==> config.mk <==
export PLATFORM = sky130hd
export DESIGN_NAME = instr_mem_loader
export DESIGN_NICKNAME = d
export VERILOG_FILES = /design/src/rtl/instr_mem_loader.sv
export SDC_FILE = /design/constraint.sdc
export NUM_CORES = 1
export LEC_CHECK = 0
export BUFFER_PORTS_ARGS = -buffer_cell sky130_fd_sc_hd__buf_2
export CAP_MARGIN = 20
export CELL_PAD_IN_SITES_DETAIL_PLACEMENT = 1
export CELL_PAD_IN_SITES_GLOBAL_PLACEMENT = 1
export CORE_UTILIZATION = 38
export CTS_CLUSTER_DIAMETER = 50
export DETAILED_ROUTE_END_ITERATION = 12
export HOLD_SLACK_MARGIN = 0.08
export PLACE_DENSITY = 0.83
export SLEW_MARGIN = 20
export SYNTH_ARGS = -nofsm -noshare
export SYNTH_HDL_FRONTEND = slang
export SYNTH_SLANG_ARGS = --single-unit
==> constraint.sdc <==
create_clock -name clk -period 2.2 [get_ports clk]
set_input_delay 0.22 -clock clk [delete_from_list [all_inputs] [get_ports clk]]
set_output_delay 0.22 -clock clk [all_outputs]
set_load 0.03 [all_outputs]
==> src/rtl/instr_mem_loader.sv <==
// Program loader: assembles a big-endian byte stream into 16-bit words and
// writes them to instruction memory at addresses 0..N-1 while holding the CPU.
module instr_mem_loader #(
   parameter int DATA_W = 16,
   parameter int ADDR_W = 4,
   parameter int DEPTH  = 16
) (
   input  logic              clk,
   input  logic              rst,
   input  logic              start,
   input  logic [ADDR_W:0]   word_count,
   input  logic              abort,
   input  logic              byte_valid,
   input  logic [7:0]        byte_data,
   output logic              byte_ready,
   output logic              wr_en,
   output logic [ADDR_W-1:0] wr_addr,
   output logic [DATA_W-1:0] wr_data,
   output logic              cpu_hold,
   output logic              busy,
   output logic              done,
   output logic              err
);

   typedef enum logic [2:0] {
      S_IDLE,
      S_HI,
      S_LO,
      S_WRITE,
      S_DONE
   } state_t;

   localparam logic [ADDR_W:0]   DEPTH_C  = (ADDR_W + 1)'(DEPTH);
   localparam logic [ADDR_W:0]   CNT_ONE  = (ADDR_W + 1)'(1);
   localparam logic [ADDR_W-1:0] ADDR_ONE = ADDR_W'(1);

   state_t            state_q, state_d;
   logic [ADDR_W-1:0] addr_q, addr_d;
   logic [ADDR_W:0]   count_q, count_d;
   logic [7:0]        hi_q, hi_d;
   logic [7:0]        lo_q, lo_d;
   logic              err_q, err_d;
   logic              last_word;

   assign last_word = ({1'b0, addr_q} == (count_q - CNT_ONE));

   always_comb begin
      // NOTE: every _d gets a default first so no path through the case
      // leaves a variable unassigned, which would infer a latch.
      state_d = state_q;
      addr_d  = addr_q;
      count_d = count_q;
      hi_d    = hi_q;
      lo_d    = lo_q;
      err_d   = 1'b0;

      case (state_q)
         S_IDLE: begin
            if (start) begin
               if ((word_count == '0) || (word_count > DEPTH_C)) begin
                  err_d = 1'b1;
               end else begin
                  count_d = word_count;
                  addr_d  = '0;
                  state_d = S_HI;
               end
            end
         end
         S_HI: begin
            if (abort) begin
               err_d   = 1'b1;
               state_d = S_IDLE;
            end else if (byte_valid) begin
               hi_d    = byte_data;
               state_d = S_LO;
            end
         end
         S_LO: begin
            if (abort) begin
               err_d   = 1'b1;
               state_d = S_IDLE;
            end else if (byte_valid) begin
               lo_d    = byte_data;
               state_d = S_WRITE;
            end
         end
         S_WRITE: begin
            // The write strobe is decoded from state, so it still fires here on abort.
            if (abort) begin
               err_d   = 1'b1;
               state_d = S_IDLE;
            end else if (last_word) begin
               state_d = S_DONE;
            end else begin
               addr_d  = addr_q + ADDR_ONE;
               state_d = S_HI;
            end
         end
         S_DONE: begin
            state_d = S_IDLE;
         end
         default: begin
            state_d = S_IDLE;
         end
      endcase
   end

   always_ff @(posedge clk or posedge rst) begin
      if (rst) begin
         state_q <= S_IDLE;
         addr_q  <= '0;
         count_q <= '0;
         hi_q    <= '0;
         lo_q    <= '0;
         err_q   <= 1'b0;
      end else begin
         // NOTE: non-blocking assignments so every flop samples pre-edge values.
         state_q <= state_d;
         addr_q  <= addr_d;
         count_q <= count_d;
         hi_q    <= hi_d;
         lo_q    <= lo_d;
         err_q   <= err_d;
      end
   end

   assign byte_ready = (state_q == S_HI) || (state_q == S_LO);
   assign wr_en      = (state_q == S_WRITE);
   assign wr_addr    = addr_q;
   assign wr_data    = {hi_q, lo_q};
   assign busy       = (state_q != S_IDLE);
   assign cpu_hold   = busy;
   assign done       = (state_q == S_DONE);
   assign err        = err_q;

endmodule

==> impl_table.tex <==
\begin{tabular}{lr}
\hline
Metric & Value \\
\hline
\multicolumn{2}{l}{\textbf{Worst setup path}} \\
Endpoint class of the critical path & register \\
Critical path peak fanout & 5 \\
Reg2reg path depth & 7 \\
Crit path max-delay cell type & sky130\_fd\_sc\_hd\_\_dfrtp\_1 \\
Startpoint class of the critical path & register \\
CP arrival & 2110 ps \\
Delay contributed by the slowest stage of the critical path & 420 ps \\
Cell-by-cell listing of the critical path & inv\_1 -> ha\_1 -> nor4bb\_1 -> a22o\_2 -> o2111ai\_2 -> and2\_4 -> or2\_1 \\
Family of cells with the greatest summed delay on the critical path & simple AND/OR/NAND/NOR gates \\
Critical path type & reg -> reg \\
Crit path buffers/inverters & 1 \\
Cell depth of the worst setup path & 7 \\
Required time of the worst setup path & 2400 ps \\
\multicolumn{2}{l}{\textbf{Worst hold path}} \\
Hold Path Cell Cnt & 2 \\
Hold Crit Class & in -> reg \\
\multicolumn{2}{l}{\textbf{STA}} \\
Unrepaired setup endpoints after global routing & false \\
Actual slew at the worst max-slew pin & 533 ps \\
Worst max-slew margin expressed relative to the limit & 64.2\% \\
Crit share post-route & 86.8\% \\
Number of failing hold endpoints at the final stage & 0 \\
Final setup slack of the worst path & 290 ps \\
Final Hold Slack & 142 ps \\
Setup skew after layout & 10.7 ps \\
Maximum clock rate & 524 MHz \\
Total count of max-transition violations in the final report & 0 \\
Final-layout setup total negative slack & 0 ps \\
Setup violation total in the final timing report & 0 \\
Post-layout minimum cycle time & 1910 ps \\
\multicolumn{2}{l}{\textbf{Floorplanning}} \\
Initial Util & 40.4\% \\
Placement row count & 21 \\
Die area & 3870 µm² \\
Area of the core & 3420 µm² \\
Die extent in x & 62.2 µm \\
IO Count & 44 \\
Die outline height & 62.2 µm \\
\multicolumn{2}{l}{\textbf{Run}} \\
Number of maximum-capacitance constraint violations & 0 \\
\multicolumn{2}{l}{\textbf{Final layout}} \\
Layout Nets & 183 \\
Area growth from synthesis to layout & 23.9\% \\
Antenna Diode Count & 0 \\
Fill cell total of the finished layout & 385 \\
Final core occ & 50.0\% \\
Layout cells sized above 1 & 47.6\% \\
\multicolumn{2}{l}{\textbf{Yosys}} \\
Sequential-to-total area share from yosys stat & 52.6\% \\
Flip-flop and latch count after synthesis & 29 \\
Primary flip-flop cell chosen by synthesis mapping & sky130\_fd\_sc\_hd\_\_dfrtp\_1 \\
Cell with the most instances after synthesis & sky130\_fd\_sc\_hd\_\_dfrtp\_1 \\
Top cell type by total area after synthesis & sky130\_fd\_sc\_hd\_\_dfrtp\_1 \\
Synth Cell Area & 1380 µm² \\
Area share of the largest cell type after synthesis & 52.6\% \\
Post-Syn Instances & 113 \\
Most common library cells after synthesis & sky130\_fd\_sc\_hd\_\_dfrtp\_1, sky130\_fd\_sc\_hd\_\_mux2\_2, sky130\_fd\_sc\_hd\_\_nand2\_1, sky130\_fd\_sc\_hd\_\_nand3\_1 \\
Net count of the mapped netlist & 133 \\
Library cells used by synthesis & 32 \\
Ys Warns & 0 \\
Most area-consuming cells after synthesis & sky130\_fd\_sc\_hd\_\_dfrtp\_1, sky130\_fd\_sc\_hd\_\_mux2\_2, sky130\_fd\_sc\_hd\_\_mux2i\_1 \\
Average cell area after synthesis & 12.2 µm² \\
Number of enable-type register cells in the synthesized netlist & 0 \\
Share of flip-flops with an asynchronous set or reset after synthesis & 100\% \\
\multicolumn{2}{l}{\textbf{Power}} \\
Design internal power & 1.14 mW \\
Sequential share of power & 41.9\% \\
Max IR drop VDD & 583 µV \\
Switching power & 806 µW \\
Portion of total power attributed to combinational logic & 42.9\% \\
Switching share of power & 41.4\% \\
Clock Power Share & 15.2\% \\
Leakage component of the power & 0.878 nW \\
PwrDens & 1140 nW/µm² \\
\multicolumn{2}{l}{\textbf{Clocking}} \\
Number of buffers inserted during clock tree synthesis & 5 \\
Clock tree sinks & 29 \\
Clock latency of the later-clocked register in the worst-skew pair & 320 ps \\
Post-CTS Hold Fix Bufs & 1 \\
CTS tree & built \\
Post-cts sizing count & 0 \\
Maximum clock insertion buffer count & 2 \\
Clock slew at the register clock pins of the worst setup and hold paths & 90 ps \\
Number of setup buffers added after CTS & 0 \\
Clock tree root driver cell & sky130\_fd\_sc\_hd\_\_clkbuf\_4 \\
Number of H-tree levels & 2 \\
\multicolumn{2}{l}{\textbf{Detailed routing}} \\
Via-to-Cell Ratio & 5.00 \\
ANT nets after route & 0 \\
DRC viols & 0 \\
Post-DR wirelength/cell & 14.5 µm \\
Drt first-iter violations & 46 \\
Number of optimization iterations in the first detailed-route pass & 4 \\
Aggregate routed wire length & 3.05 mm \\
Via Count & 1051 \\
\multicolumn{2}{l}{\textbf{Global route}} \\
Vias in the first global route & 1146 \\
First-pass GRT wire length & 5.49 mm \\
Tot GR Track Use & 18.4\% \\
Number of antenna violations at the first check in global routing & 0 \\
Overflow left after global routing & 0 \\
Largest net degree at the start of global routing & 30 \\
\multicolumn{2}{l}{\textbf{Place}} \\
Number of port buffers & 43 \\
Placer's final routability congestion estimate & 0.753 \\
HPWL after detailed placement & 2.42 mm \\
Worst setup slack before clock tree synthesis & 298 ps \\
\multicolumn{2}{l}{\textbf{Outcome}} \\
Outcome & finished, final reports clean \\
\hline
\end{tabular}
[kinds of logic (layout without fill, tap and decap cells)]
logic type / count (synthesis) / count (layout) / synth area share (%)
AND/OR/NAND/NOR: 37 / 37 / 15.6
flip-flops: 29 / 29 / 52.6
multiplexers: 24 / 24 / 19.3
AO/OA/AOI/OAI: 10 / 10 / 5.08
XOR/XNOR: 6 / 6 / 3.81
buffers and inverters: 5 / 56 / 1.72
adder cells (fa/ha/maj): 2 / 2 / 1.81
[flip-flops by register name, summed over array words and instances, names as in the netlist]
| signal | flops |
|---|---|
| wr_addr | 4 |
| err | 1 |
| lo_q | 8 |
| state_q | 3 |
| count_q | 5 |
| hi_q | 8 |
[layout make-up]
cell class              instances  area, µm²  area share, %
clock buffers                   6       41.3           2.42
clock inverters                 2       10.0          0.586
inverters                       3       11.3          0.659
multi-input cells              79        629           36.8
flip-flops and latches         29        726           42.5
well taps                      46       57.6           3.37
repair buffers                 45        233           13.6
[cells in the final DEF, fill, tap and decap left out, types with 2 or more instances in the layout]
| cell type | synthesis | layout |
|---|---|---|
| sky130_fd_sc_hd__nor3_1 | 4 | 4 |
| sky130_fd_sc_hd__o21ai_0 | 2 | 2 |
| sky130_fd_sc_hd__xor2_1 | 3 | 3 |
| sky130_fd_sc_hd__ha_1 | 2 | 2 |
| sky130_fd_sc_hd__buf_2 | 1 | 43 |
| sky130_fd_sc_hd__nand2_1 | 6 | 6 |
| sky130_fd_sc_hd__mux2_2 | 21 | 21 |
| sky130_fd_sc_hd__clkinv_2 | 0 | 2 |
| sky130_fd_sc_hd__nor2_1 | 5 | 5 |
| sky130_fd_sc_hd__a21oi_1 | 5 | 5 |
| sky130_fd_sc_hd__nand3_1 | 6 | 6 |
| sky130_fd_sc_hd__xnor2_1 | 3 | 3 |
| sky130_fd_sc_hd__clkbuf_4 | 0 | 5 |
| sky130_fd_sc_hd__or2b_1 | 2 | 2 |
| sky130_fd_sc_hd__mux2i_1 | 3 | 3 |
| sky130_fd_sc_hd__inv_1 | 3 | 3 |
| sky130_fd_sc_hd__nand3b_1 | 2 | 2 |
| sky130_fd_sc_hd__dfrtp_1 | 29 | 29 |
[metrics by stage]
step	cells	total power [mW]	instance area, µm²
floorplan	113	1.42	1380
detailed placement	201	1.67	1650
CTS	210	1.97	1710
global placement	201	1.63	1650
finish	210	1.95	1710
global route	210	2.07	1710
[per-layer routing]
layer / up-vias / routed length (µm) / track usage [%]
met2: 25 / 1700 / 33.8
met5: - / 0 / 0
li1: 495 / - / -
met3: 5 / 107 / 4.23
met4: 0 / 57 / 8.43
met1: 526 / 1190 / 19.9
[path summary, 6_finish.rpt]
| path | slack (ps) | endpoint | from |
|---|---|---|---|
| worst max-delay path | 290 | state_q[0] | count_q[0] |
| worst min-delay path | 140 | hi_q[3] | byte_data[3] |
| worst max register to register | 290 | state_q[0] | count_q[0] |
| worst min register to register | 510 | lo_q[2] | lo_q[2] |
| max in group asynchronous | 1420 | wr_addr[1] | rst |
| min in group asynchronous | 500 | lo_q[5] | rst |
[power groups by stage]
stage          clock network (mW)  registers (mW)  logic, mW
2_1_floorplan                   0            1.09      0.329
3_3_place_gp                    0           0.813      0.814
3_5_place_dp                    0           0.831      0.842
4_1_cts                     0.306           0.819      0.845
5_1_grt                     0.334           0.846      0.894
6_report                    0.296           0.817      0.835
Note: power is estimated with default switching activity, not from simulation.
